==> src/rtl/pseudo_spi_rx_sram_writer_if.sv <==
// Serial receive pins plus the low-active SRAM write port of the pseudo-SPI receiver.
// master = receiver side, slave = transmitter/SRAM side.
interface pseudo_spi_rx_sram_writer_if #(
    parameter int MEMORY_DATA_WIDTH = 8,
    parameter int MEMORY_ADDR_WIDTH = 10
);
    logic                         SCLK1;
    logic                         SCLK2;
    logic                         LAT;
    logic                         SPI_SI;
    logic                         CEN;
    logic                         WEN;
    logic [MEMORY_ADDR_WIDTH-1:0] A;
    logic [MEMORY_DATA_WIDTH-1:0] D;

    modport master (
        input  SCLK1, SCLK2, LAT, SPI_SI,
        output CEN, WEN, A, D
    );

    modport slave (
        output SCLK1, SCLK2, LAT, SPI_SI,
        input  CEN, WEN, A, D
    );
endinterface

==> src/rtl/pseudo_spi_rx_sram_writer.sv <==
// Pseudo-SPI receiver: synchronises the two-phase serial stream, deserialises
// MSB-first bytes and writes each one into the shared SRAM with a single CEN/WEN cycle.
module pseudo_spi_rx_sync #(
    parameter int STAGES = 2
) (
    input  logic clk,
    input  logic rst,
    input  logic din,
    output logic lvl,
    output logic rise
);
    logic [STAGES-1:0] sr;

    // lvl is the final stage delayed once so it lines up with the registered rise pulse
    always_ff @(posedge clk) begin
        if (rst) begin
            sr   <= '0;
            lvl  <= 1'b0;
            rise <= 1'b0;
        end else begin
            sr   <= {sr[STAGES-2:0], din};
            lvl  <= sr[STAGES-1];
            rise <= sr[STAGES-1] & ~lvl;
        end
    end
endmodule

module pseudo_spi_rx_sram_writer #(
    parameter int MEMORY_DATA_WIDTH = 8,
    parameter int MEMORY_ADDR_WIDTH = 10,
    parameter int RESERVED_DATA_LEN = 8,
    parameter int SYNC_STAGES       = 2
) (
    input  logic                         CLK,
    input  logic                         RST,
    input  logic                         BGN,
    input  logic [MEMORY_ADDR_WIDTH-1:0] ADDR_BGN,
    input  logic [RESERVED_DATA_LEN-1:0] DATA_LEN,
    pseudo_spi_rx_sram_writer_if.master  bus,
    output logic                         RX_MUX,
    output logic [RESERVED_DATA_LEN-1:0] BYTE_CNT,
    output logic                         RX_DONE,
    output logic                         RX_ERR
);
    localparam int NUM_LANES = 4;
    localparam int BW        = $clog2(MEMORY_DATA_WIDTH + 1);
    localparam int L_S1 = 0, L_S2 = 1, L_SI = 2, L_LAT = 3;

    typedef enum logic [1:0] {IDLE, RECV, WRITE, DONE} state_t;

    logic [NUM_LANES-1:0] pins, lvl, rise;
    logic                 s1_high, s2_rise, lat_rise, si_bit;
    logic                 sync_unused;

    assign pins = {bus.LAT, bus.SPI_SI, bus.SCLK2, bus.SCLK1};

    pseudo_spi_rx_sync #(.STAGES(SYNC_STAGES)) u_sync [NUM_LANES-1:0] (
        .clk  (CLK),
        .rst  (RST),
        .din  (pins),
        .lvl  (lvl),
        .rise (rise)
    );

    assign s1_high     = lvl[L_S1];
    assign s2_rise     = rise[L_S2];
    assign si_bit      = lvl[L_SI];
    assign lat_rise    = rise[L_LAT];
    assign sync_unused = ^{rise[L_S1], rise[L_SI], lvl[L_S2], lvl[L_LAT]};

    state_t                       state, state_n;
    logic                         bgn_q, lat_pend;
    logic [MEMORY_ADDR_WIDTH-1:0] ptr;
    logic [RESERVED_DATA_LEN-1:0] len_q, byte_cnt_inc;
    logic [MEMORY_DATA_WIDTH-1:0] shreg;
    logic [BW-1:0]                bit_cnt, bits_next;
    logic                         start, do_shift, set_err, load_wr, commit, lat_pend_set;
    logic                         byte_full;

    assign byte_cnt_inc = BYTE_CNT + 1'b1;
    assign byte_full    = (bit_cnt == BW'(MEMORY_DATA_WIDTH));
    assign bits_next    = bit_cnt + BW'(do_shift);

    always_ff @(posedge CLK) begin
        if (RST) state <= IDLE;
        else     state <= state_n;
    end

    always_comb begin
        state_n      = state;
        start        = 1'b0;
        do_shift     = 1'b0;
        set_err      = 1'b0;
        load_wr      = 1'b0;
        commit       = 1'b0;
        lat_pend_set = 1'b0;
        case (state)
            IDLE: begin
                if (BGN && !bgn_q) begin
                    start   = 1'b1;
                    state_n = RECV;
                end
            end
            RECV: begin
                if (!BGN) begin
                    state_n = IDLE;
                end else if (byte_full) begin
                    load_wr      = 1'b1;
                    do_shift     = s2_rise;
                    set_err      = s2_rise & s1_high;
                    lat_pend_set = lat_rise;
                    state_n      = WRITE;
                end else begin
                    if (s2_rise) begin
                        // a zero-length frame takes no bits, so it can never write
                        if (len_q == '0) begin
                            set_err = 1'b1;
                        end else begin
                            do_shift = 1'b1;
                            set_err  = s1_high;
                        end
                    end
                    if (lat_rise) begin
                        if (bits_next == BW'(MEMORY_DATA_WIDTH)) begin
                            lat_pend_set = 1'b1;
                        end else begin
                            if (bits_next != '0 || BYTE_CNT < len_q) set_err = 1'b1;
                            state_n = DONE;
                        end
                    end
                end
            end
            WRITE: begin
                commit   = 1'b1;
                do_shift = s2_rise;
                if (s2_rise && s1_high) set_err = 1'b1;
                if (!BGN) begin
                    state_n = IDLE;
                end else if (byte_cnt_inc == len_q) begin
                    if (s2_rise) set_err = 1'b1;
                    state_n = DONE;
                end else if (lat_pend || lat_rise) begin
                    set_err = 1'b1;
                    state_n = DONE;
                end else begin
                    state_n = RECV;
                end
            end
            DONE: begin
                if (s2_rise) set_err = 1'b1;
                if (!BGN)    state_n = IDLE;
            end
            default: state_n = IDLE;
        endcase
    end

    always_ff @(posedge CLK) begin
        if (RST) begin
            bgn_q    <= 1'b0;
            lat_pend <= 1'b0;
            ptr      <= '0;
            len_q    <= '0;
            shreg    <= '0;
            bit_cnt  <= '0;
            BYTE_CNT <= '0;
            RX_ERR   <= 1'b0;
            bus.A    <= '0;
            bus.D    <= '0;
        end else begin
            bgn_q <= BGN;
            if (start) begin
                ptr      <= ADDR_BGN;
                len_q    <= DATA_LEN;
                shreg    <= '0;
                bit_cnt  <= '0;
                BYTE_CNT <= '0;
                RX_ERR   <= 1'b0;
                lat_pend <= 1'b0;
            end
            if (do_shift) shreg <= {shreg[MEMORY_DATA_WIDTH-2:0], si_bit};
            // a bit arriving while the byte is handed to D starts the next byte
            if (load_wr) begin
                bit_cnt <= BW'(do_shift);
                bus.A   <= ptr;
                bus.D   <= shreg;
            end else if (do_shift) begin
                bit_cnt <= bit_cnt + 1'b1;
            end
            if (commit) begin
                ptr      <= ptr + 1'b1;
                BYTE_CNT <= byte_cnt_inc;
            end
            if (lat_pend_set) lat_pend <= 1'b1;
            if (set_err)      RX_ERR   <= 1'b1;
        end
    end

    assign bus.CEN = (state != WRITE);
    assign bus.WEN = (state != WRITE);
    assign RX_MUX  = (state != IDLE);
    assign RX_DONE = (state == DONE);
endmodule

==> src/flat_wrapper.sv <==
// flat-port wrapper written by rule: the top's interface ports become plain ports
module pseudo_spi_rx_sram_writer_flat 
#(
    parameter int MEMORY_DATA_WIDTH = 8,
    parameter int MEMORY_ADDR_WIDTH = 10,
    parameter int RESERVED_DATA_LEN = 8,
    parameter int SYNC_STAGES       = 2
)
  (CLK, RST, BGN, ADDR_BGN, DATA_LEN, RX_MUX, BYTE_CNT, RX_DONE, RX_ERR, bus_SCLK1, bus_SCLK2, bus_LAT, bus_SPI_SI, bus_CEN, bus_WEN, bus_A, bus_D);
  pseudo_spi_rx_sram_writer_if #(.MEMORY_DATA_WIDTH(MEMORY_DATA_WIDTH), .MEMORY_ADDR_WIDTH(MEMORY_ADDR_WIDTH)) bus_i ();
  input  logic CLK;
  input  logic RST;
  input  logic BGN;
  input  logic [MEMORY_ADDR_WIDTH-1:0] ADDR_BGN;
  input  logic [RESERVED_DATA_LEN-1:0] DATA_LEN;
  output logic RX_MUX;
  output logic [RESERVED_DATA_LEN-1:0] BYTE_CNT;
  output logic RX_DONE;
  output logic RX_ERR;
  input wire logic [$bits(bus_i.SCLK1)-1:0] bus_SCLK1;
  input wire logic [$bits(bus_i.SCLK2)-1:0] bus_SCLK2;
  input wire logic [$bits(bus_i.LAT)-1:0] bus_LAT;
  input wire logic [$bits(bus_i.SPI_SI)-1:0] bus_SPI_SI;
  output wire logic [$bits(bus_i.CEN)-1:0] bus_CEN;
  output wire logic [$bits(bus_i.WEN)-1:0] bus_WEN;
  output wire logic [$bits(bus_i.A)-1:0] bus_A;
  output wire logic [$bits(bus_i.D)-1:0] bus_D;
  assign bus_i.SCLK1 = bus_SCLK1;
  assign bus_i.SCLK2 = bus_SCLK2;
  assign bus_i.LAT = bus_LAT;
  assign bus_i.SPI_SI = bus_SPI_SI;
  assign bus_CEN = bus_i.CEN;
  assign bus_WEN = bus_i.WEN;
  assign bus_A = bus_i.A;
  assign bus_D = bus_i.D;
  pseudo_spi_rx_sram_writer #(.MEMORY_DATA_WIDTH(MEMORY_DATA_WIDTH), .MEMORY_ADDR_WIDTH(MEMORY_ADDR_WIDTH), .RESERVED_DATA_LEN(RESERVED_DATA_LEN), .SYNC_STAGES(SYNC_STAGES)) u_core (.CLK(CLK), .RST(RST), .BGN(BGN), .ADDR_BGN(ADDR_BGN), .DATA_LEN(DATA_LEN), .bus(bus_i), .RX_MUX(RX_MUX), .BYTE_CNT(BYTE_CNT), .RX_DONE(RX_DONE), .RX_ERR(RX_ERR));
endmodule
==> config.mk <==
export PLATFORM = sky130hd
export DESIGN_NAME = pseudo_spi_rx_sram_writer_flat
export DESIGN_NICKNAME = d
export VERILOG_FILES = /design/src/rtl/pseudo_spi_rx_sram_writer_if.sv /design/src/rtl/pseudo_spi_rx_sram_writer.sv /design/src/flat_wrapper.sv
export SDC_FILE = /design/constraint.sdc
export NUM_CORES = 1
export LEC_CHECK = 0
export ABC_AREA = 1
export CELL_PAD_IN_SITES_DETAIL_PLACEMENT = 2
export CELL_PAD_IN_SITES_GLOBAL_PLACEMENT = 2
export CORE_UTILIZATION = 32
export CTS_CLUSTER_DIAMETER = 50
export DETAILED_ROUTE_END_ITERATION = 10
export PLACE_DENSITY = 0.83
export SLEW_MARGIN = 20
export SYNTH_ARGS = -nofsm -noshare
export SYNTH_HDL_FRONTEND = slang
export SYNTH_SLANG_ARGS = --single-unit
==> constraint.sdc <==
create_clock -name CLK -period 6.6 [get_ports CLK]
set_input_delay 1.32 -clock CLK [delete_from_list [all_inputs] [get_ports CLK]]
set_output_delay 1.32 -clock CLK [all_outputs]
set_load 0.03 [all_outputs]
# Yosys cells after proc, flatten, opt, wreduce, memory -nomap -nowiden
# Cells that the tools add are included.
[totals]
ff_bits = 75
latchBits = 0
ramBits = 0
rom_bits = 0
input_bits = 25
wordCells = 110
memories = 0
[classes]
add_sub_neg = 4
n_mul = 0
n_div = 0
order_cmp = 1
eq_ne = 11
shifts = 0
muxes = 51
bitwise = 5
reduce_logical = 16
[ops]
columns = ["operator", "count"]
rows = [
  ["1-bit two-way mux", 32],
  ["8-bit two-way mux", 3],
  ["10-bit two-way mux", 2],
  ["2-bit two-way mux", 9],
  ["10-bit by 1-bit adder with 10-bit output (second input constant)", 1],
  ["2-bit nonzero test", 5],
  ["8-bit by 1-bit adder with 8-bit output (second input constant)", 1],
  ["4-bit equality test (second input constant)", 2],
  ["8-bit equality test", 1],
  ["8-bit logical NOT", 1],
  ["8-bit less-than comparator", 1],
  ["4-bit two-way mux", 2],
  ["4-bit by 3-bit inequality test with 1-bit output (second input constant)", 2],
  ["2-bit one-hot mux with 4 select lines", 1],
  ["4-bit by 1-bit adder with 4-bit output", 1],
  ["4-bit by 1-bit adder with 4-bit output (second input constant)", 1],
  ["2-bit equality test (second input constant)", 2],
  ["2-bit inequality test (second input constant)", 2],
  ["4-bit AND reduction", 1],
  ["4-bit nonzero test", 1],
  ["1-bit bitwise AND", 3],
  ["1-bit one-hot mux with 3 select lines", 1],
  ["3-bit nonzero test", 1],
  ["2-bit by 1-bit equality test with 1-bit output (second input constant)", 1],
  ["8 further kinds", 11],
]

# Longest topological paths before layout
# Gate-level depths: netlist of run 1.
[depth]
ltp_word = 16
depth_mapped = 24
ltp_nobuf = 22

# Cells and area by module
# From an unflattened synthesis of run 1, not the netlist that was laid out.
[unflattened]
hier_cells = 510
hier_area_um2 = 3664.8
[modules_own_cells]
columns = ["mod", "n_inst", "cells_per_inst", "area_per_inst_um2", "seq_area_each_um2"]
rows = [
  ["pseudo_spi_rx_sram_writer", 1, 462, 3204.3, 1221.2],
  ["pseudo_spi_rx_sync", 4, 12, 115.1, 80.1],
]

# Worst setup path before layout of run 1
# Ideal clock, no wire load.
[synth_timing]
path_type = "input to register"
start = "input port BGN"
end = "register u_core.state[1]"
arrival_time_ps = 3498
required_time_ps = 6535
setup_slack_ps = 3037
stages = 22
path_buffers = 2
path_cell_list = "nand2_1 > nor2_1 > buf_4 > inv_2 > o211ai_2 > nand3_2 > inv_2 > buf_4 > ha_1 > ha_1 > inv_1 > nand3_1 > nor2_1 > nand2_1 > nand2_1 > inv_1 > o31ai_1 > inv_1 > o21ai_0 > nand2_1 > o21a_1 > nor2_1"
[synth_between]
elab_chain_len = 6
elab_cells_between_ends = 13
[synth_rtl]
columns = ["element", "line_no", "rtl"]
rows = [
  ["start: declaration", "flat_wrapper.sv:13", "input logic BGN;"],
  ["1-bit two-way mux", "pseudo_spi_rx_sram_writer.sv:105", "if (!BGN) begin"],
  ["1-bit one-hot mux with 2 select lines", "pseudo_spi_rx_sram_writer.sv:97", "case (state)"],
  ["4-bit by 1-bit adder with 4-bit output", "pseudo_spi_rx_sram_writer.sv:82", "assign bits_next = bit_cnt + BW'(do_shift);"],
  ["4-bit equality test", "pseudo_spi_rx_sram_writer.sv:124", "if (bits_next == BW'(MEMORY_DATA_WIDTH)) begin"],
  ["4-bit by 3-bit inequality test with 1-bit output (no line)", "-", ""],
  ["4-bit AND reduction (no line)", "-", ""],
  ["end signal: assignment", "pseudo_spi_rx_sram_writer.sv:86", "else state <= state_n;"],
  ["end: declaration", "pseudo_spi_rx_sram_writer.sv:71", "state_t state, state_n;"],
]
# Parallel ways exist; a longest one is shown, timed or not.
# A chain may end at the register's enable or synchronous reset.

# Worst setup path in the final report of run 1
# Same ends and word-level chain as after synthesis.

==> flow_summary.json, run 1 <==
{
  "vdd_drop_max_uv": 140,
  "met1_usage_pct": 24.4,
  "layout_commonest_cell": "nand2_1",
  "setup.worst_path.class": "input port to flop",
  "hold_buffers": 0,
  "min_path_type": "flop to flop",
  "pin_count": 56,
  "synth_area_um2": 3590,
  "diodes": 0,
  "numCtsBuffers": 9,
  "clkSlewWorstSetupHoldPaths_ps": 90,
  "holdPathStages": 1,
  "yosys_warnings": 0,
  "mostFrequentLayoutCells": "nand2_1, dfxtp_1, inv_1",
  "reg2reg_to": "u_core.state[1]$_SDFFE_PP0P_",
  "die_h_um": 108,
  "hpwl_um": 8470,
  "initial_core_util_pct": 33.0,
  "design_area_um2": 4450,
  "drv_cap": 0,
  "period_needed_ps": 4450,
  "leakage_nw": 1.82,
  "tns_ps": 0,
  "coreArea_um2": 10900,
  "insertion_delay_ps": 370,
  "die_x_um": 108,
  "hold_end": "u_core.u_sync[3].rise$_SDFF_PP0_",
  "clock_sinks": 75,
  "cts_resized": 0,
  "cts_tree": "done",
  "grt_pass1_wl_um": 19600,
  "r2r.worst_path.cells": 20,
  "syn_inst": 506,
  "yosysTopAreaCellShare_pct": 41.8,
  "cts_root_buf": "clkbuf_8",
  "antenna_found_initial": 0,
  "vias": 3546,
  "reg2reg_slack_ps": 2690,
  "critPathArrivalTime_ps": 4750,
  "syn-num-nets": 550,
  "status": "finished, final reports clean",
  "std_cell_rows": 38,
  "post-place-ws_ps": 1760,
  "top_usage_layer": "met2",
  "slew_viol_final": 0,
  "critical_path_required_ps": 6900,
  "syn_avg_cell_area_um2": 7.10,
  "critPathLaunchType": "input port",
  "drt_iter0_drc": 81,
  "fin_ws_ps": 2150,
  "port_buffers": 55,
  "path_max_fanout": 29,
  "p_total_mw": 1.04,
  "r2r-start": "u_core.state[0]$_SDFFE_PP0P_",
  "use_met2_pct": 41.6,
  "dr.pass1.iters": 4,
  "grt_max_degree": 45,
  "finalSetupViolations": 0,
  "avgRoutedWirePerCell_um": 16.8,
  "clock_path_buffers": 2,
  "grt_util_all_layers_pct": 22.1,
  "route.detailed.drc": 0,
  "ys_ff_latch": 75,
  "dpl_cell_area_um2": 4230,
  "cts_max_level": 3,
  "place_congestion": 0.775,
  "detail_route.wirelength_um": 11700,
  "post-synth-top-area-cell": "dfxtp_1",
  "num-nets-final": 597,
  "syn2layout_area_growth_pct": 23.8,
  "detail-route-antenna-nets": 0,
  "utilization_pct": 40.9,
  "grt_overflow": 0,
  "cp-end-kind": "flop",
  "use_met3_pct": 3.86,
  "min-delay-start": "u_core.u_sync[3].lvl$_SDFF_PP0_",
  "slew-limit-headroom_pct": 37.6,
  "hold_viol": 0,
  "max_freq_mhz": 224,
  "worst-slew-pin-transition_ps": 935,
  "cts_setup_buffers": 0,
  "synth_area_leaders": "dfxtp_1, nand2_1, a21oi_1",
  "via_per_inst": 5.08,
  "synth_cell_type_count": 34,
  "rsz0062_at_grt": "no",
  "die-area_um2": 11700,
  "skew_ps": 13.2,
  "grt_pass1_vias": 4024,
  "yosysSeqAreaShare_pct": 41.8,
  "powerDensity_nw_per_um2": 233,
  "timing.final.crit_share_pct": 67.5,
  "drive_above_1_share_pct": 5.20
}
kinds of logic (layout without fill, tap and decap cells):
kind of cell	count (synthesis)	count (layout)	share of synthesized area, %
flip-flops	75	75	41.8
XOR/XNOR	5	5	1.22
adder cells (fa/ha/maj)	19	19	6.61
AO/OA/AOI/OAI	108	108	16.1
buffers and inverters	85	137	9.50
AND/OR/NAND/NOR	214	214	24.8
metal layers:
layer / vias up / routed length, um
met4: 0 / 212
met3: 19 / 294
li1: 1722 / -
met1: 1753 / 4970
met5: - / 0
met2: 52 / 6260
report_power, final:
part           internal (mW)  switching (mW)
logic                 0.0517          0.0976
registers              0.470          0.0127
clock network          0.216           0.187
final cells by class:
class | count | area (um2)
Inverter | 64 | 240
Sequential cell | 75 | 1500
Timing Repair Buffer | 57 | 566
Fill cell | 1283 | 6440
Multi-Input combinational cell | 346 | 1750
Tap cell | 140 | 175
Clock inverter | 5 | 86.3
Clock buffer | 11 | 131
critical path, stage by stage:
cell and delay (ps):
clkdlybuf4s50_1 540, nand2_1 180, nor2_1 160, buf_4 290, inv_2 170, o211ai_2 100
nand3_2 120, inv_2 220, ha_1 230, ha_1 250, inv_1 60, nand3_1 60
nor2_1 130, nand2_1 90, nand2_1 70, inv_1 50, o31ai_1 180, inv_1 80
o21ai_0 130, nand2_1 110, o21a_1 120, nor2_1 70
how the worst max path moves through the flow:
stage | startpoint | to | slack (ps) | cells after the start
after floorplan | BGN | u_core.state[1]$_SDFFE_PP0P_ | 3040 | 22
after global placement | BGN | u_core.state[1]$_SDFFE_PP0P_ | 2050 | 22
after detailed placement | BGN | u_core.state[1]$_SDFFE_PP0P_ | 1760 | 22
after CTS | BGN | u_core.state[1]$_SDFFE_PP0P_ | 2130 | 22
after global routing | BGN | u_core.state[1]$_SDFFE_PP0P_ | 1710 | 22
final | BGN | u_core.state[1]$_SDFFE_PP0P_ | 2150 | 22
state kept, by name, indices dropped and copies added (netlist names):
signal,count
u_core.u_sync.rise,2
u_core.u_sync.sr,8
u_core.bit_cnt,4
u_core.u_sync.lvl,4
u_core.bgn_q,1
u_core.bus.A,10
u_core.bus.D,8
u_core.RX_ERR,1
u_core.ptr,10
u_core.state,2
u_core.BYTE_CNT,8
u_core.lat_pend,1
u_core.shreg,8
u_core.len_q,8
stage by stage:
step	std cells	hold WS, ps
after floorplan	506	373
after global placement	682	379
after detailed placement	682	395
after CTS	698	402
after global routing	698	434
final	698	398
Yosys cell counts (all sizes together):
cell type and instances:
o31ai 1, a21oi 55, clkbuf 14, buf 7, o21a 1, a221oi 1, nand4 3, nor2 59
clkinv 1, a211oi 1, o211ai 1, o22ai 1, inv 63, a31oi 7, ha 19, xor2 3
or2 1, xnor2 2, nand3 34, a21boi 1, nand2 112, o21bai 1, o21ai 38, nor3 5
dfxtp 75
Power figures use the tool's default switching activity.
==> run 2, diff against run 1 <==
CORE_UTILIZATION = 27   (was 32)
PLACE_DENSITY = 0.74   (was 0.83)
clock period = 4 ns   (was 6.6 ns; I/O delays follow)
==> run 2 against run 1 <==
  * Non-clock buffer count rose by 3
  * First-iteration DRC count rose by 37%
  * Register-to-register slack got worse by 1900 ps
  * Core utilization fell by 5.1 points
  * Clock skew fell by 8.5 ps
  * Sequential share of layout area fell by 1.0 points
  * Flip-flop and latch count did not move
  * Global-route usage fell by 4.1 points
  * Via count fell by 1.3%
  * Critical endpoint unchanged
  * Largest cell class unchanged
==> flow_summary.json, run 2 (synthesized netlist as in run 1, its figures left out) <==
{
  "status": "finished, final reports clean",
  "combPwrFrac_pct": 13.5,
  "antenna_found_initial": 0,
  "min-delay-start": "u_core.u_sync[3].lvl$_SDFF_PP0_",
  "cts_tree": "done",
  "cts_setup_buffers": 0,
  "fin_ws_ps": 390,
  "holdPathStages": 1,
  "slew_viol_final": 0,
  "slowest_delay_ps": 570,
  "layout.cells.non_filler": 732,
  "layout_commonest_cell": "nand2_1",
  "min_path_type": "flop to flop",
  "path_max_fanout": 13,
  "std_cell_rows": 41,
  "r2r.worst_path.cells": 22,
  "dpl.cell_count": 717,
  "slew-limit-headroom_pct": 33.9,
  "max_freq_mhz": 277,
  "rsz0062_at_grt": "no",
  "die_x_um": 117,
  "critical_path_required_ps": 4270,
  "worst-slew-pin-transition_ps": 991,
  "top_regs": "u_core.bus.A (10), u_core.ptr (10)",
  "hold_end": "u_core.u_sync[3].rise$_SDFF_PP0_",
  "leakage_nw": 1.86,
  "power.share.sequential_pct": 43.0,
  "die_h_um": 117,
  "utilization_pct": 35.8,
  "period_needed_ps": 3610,
  "initial_core_util_pct": 28.0,
  "via_per_inst": 4.78,
  "die-area_um2": 13800,
  "critPathTopFamily": "buffers and inverters",
  "cts_root_buf": "clkbuf_16",
  "reg2reg_to": "u_core.state[1]$_SDFFE_PP0P_",
  "numCtsBuffers": 9,
  "p_sw_mw": 0.503,
  "route.detailed.drc": 0,
  "detail_route.wirelength_um": 11400,
  "post-place-ws_ps": -32.1,
  "vdd_drop_max_uv": 234,
  "skew_ps": 4.74,
  "grt_pass1_wl_um": 19500,
  "clock_path_buffers": 2,
  "vias": 3501,
  "drt_iter0_drc": 111,
  "syn2layout_area_growth_pct": 27.6,
  "detail-route-antenna-nets": 0,
  "cts_max_level": 3,
  "power_switching_share_pct": 27.2,
  "hpwl_um": 8300,
  "reg2reg_slack_ps": 770,
  "setup.worst_path.class": "input port to flop",
  "hold_viol": 0,
  "grt_overflow": 0,
  "clockPowerShare_pct": 43.4,
  "worstPathCellList": "clkdlybuf4s50_1, nand2_2, nor2_2, inv_2, o211ai_2, nand3_2, inv_4, ha_1, ha_1, inv_1, nand3_1, nor2_1, nand2_1, nand2_1, inv_1, o31ai_1, inv_1, o21ai_0, nand2_1, o21a_1, nor2_1",
  "clkSlewWorstSetupHoldPaths_ps": 60,
  "cp-end-kind": "flop",
  "hold_buffers": 0,
  "finalSetupViolations": 0,
  "place_congestion": 0.755,
  "num-nets-final": 600,
  "critPathSlowestCell": "clkdlybuf4s50_1",
  "timing.final.crit_share_pct": 90.3,
  "grt_util_all_layers_pct": 17.9,
  "internal_power_mw": 1.35,
  "port_buffers": 55,
  "powerDensity_nw_per_um2": 403,
  "diodes": 0,
  "coreArea_um2": 12800,
  "drive_above_1_share_pct": 5.89,
  "avgRoutedWirePerCell_um": 15.5,
  "critPathArrivalTime_ps": 3880,
  "dr.pass1.iters": 4,
  "grt_max_degree": 44,
  "fill_cells": 1551,
  "worst-path-buf-inv": 6,
  "pin_count": 56,
  "drv_cap": 0,
  "clock_sinks": 75,
  "insertion_delay_ps": 340,
  "critPathLaunchType": "input port",
  "p_total_mw": 1.85,
  "grt_pass1_vias": 3978,
  "mostFrequentLayoutCells": "nand2_1, dfxtp_1, inv_1",
  "r2r-start": "u_core.bit_cnt[1]$_SDFFE_PP0P_"
}
## run 2: cell count changes in the layout (fill, tap and decap cells not counted), sizes merged
cell	change
buf	+3
bufinv	-1
clkinv	-1
clkinvlp	+1
## run 2: power by group through the flow
stage,clock network [mW],logic [mW],registers [mW]
6_report,0.803,0.250,0.796
2_1_floorplan,0,0.156,0.808
4_1_cts,0.830,0.255,0.797
3_5_place_dp,0,0.251,0.813
5_1_grt,0.864,0.282,0.800
3_3_place_gp,0,0.241,0.811
## run 2: stage by stage
step	hold WS, ps	setup TNS, ps	cell area (um2)
after global routing	409	0	4590
final	396	0	4590
after CTS	405	0	4580
after global placement	382	0	4300
after floorplan	373	0	3590
after detailed placement	397	-52.0	4300
## run 2: how the worst max path moves through the flow
stage / from / to / slack [ps] / cells after the start
CTS: BGN / u_core.state[1]$_SDFFE_PP0P_ / 220 / 21
global route: BGN / u_core.state[0]$_SDFFE_PP0P_ / 20 / 20
finish: BGN / u_core.state[1]$_SDFFE_PP0P_ / 390 / 21
global placement: BGN / u_core.state[1]$_SDFFE_PP0P_ / 210 / 21
floorplan: BGN / u_core.state[1]$_SDFFE_PP0P_ / 960 / 22
detailed placement: BGN / u_core.state[1]$_SDFFE_PP0P_ / -30 / 21
## run 2: final cells by class
type                            count  area, um2  area share (%)
Multi-Input combinational cell    346       1760            38.3
Sequential cell                    75       1500            32.7
Timing Repair Buffer               60        588            12.8
Inverter                           64        243            5.29
Clock buffer                       11        233            5.07
Tap cell                          172        215            4.69
Clock inverter                      4       51.3            1.12
## run 2: per-layer routing
metal	GRT usage [%]	up-vias	part of all wire [%]
met2	32.6	53	52
met5	0	-	0
met4	5.84	0	1.7
li1	-	1724	-
met1	20.7	1708	44
met3	3.79	16	2.6
## run 2: timing repair
item | in CTS | in global routing
hold endpoints to repair | 0 | 0
resized for setup | 0 | 3
setup endpoints to repair | 0 | 2
## run 2: worst register-to-register path: stages, from the launching register on
cell	delay (ps)
dfxtp_1	440
inv_1	80
ha_1	180
nand3_1	160
nor2_2	80
inv_2	190
o211ai_2	120
nand3_2	130
inv_4	90
ha_1	210
ha_1	270
inv_1	50
nand3_1	80
nor2_1	140
nand2_1	100
nand2_1	80
inv_1	50
o31ai_1	190
inv_1	90
o21ai_0	130
nand2_1	110
o21a_1	120
nor2_1	70
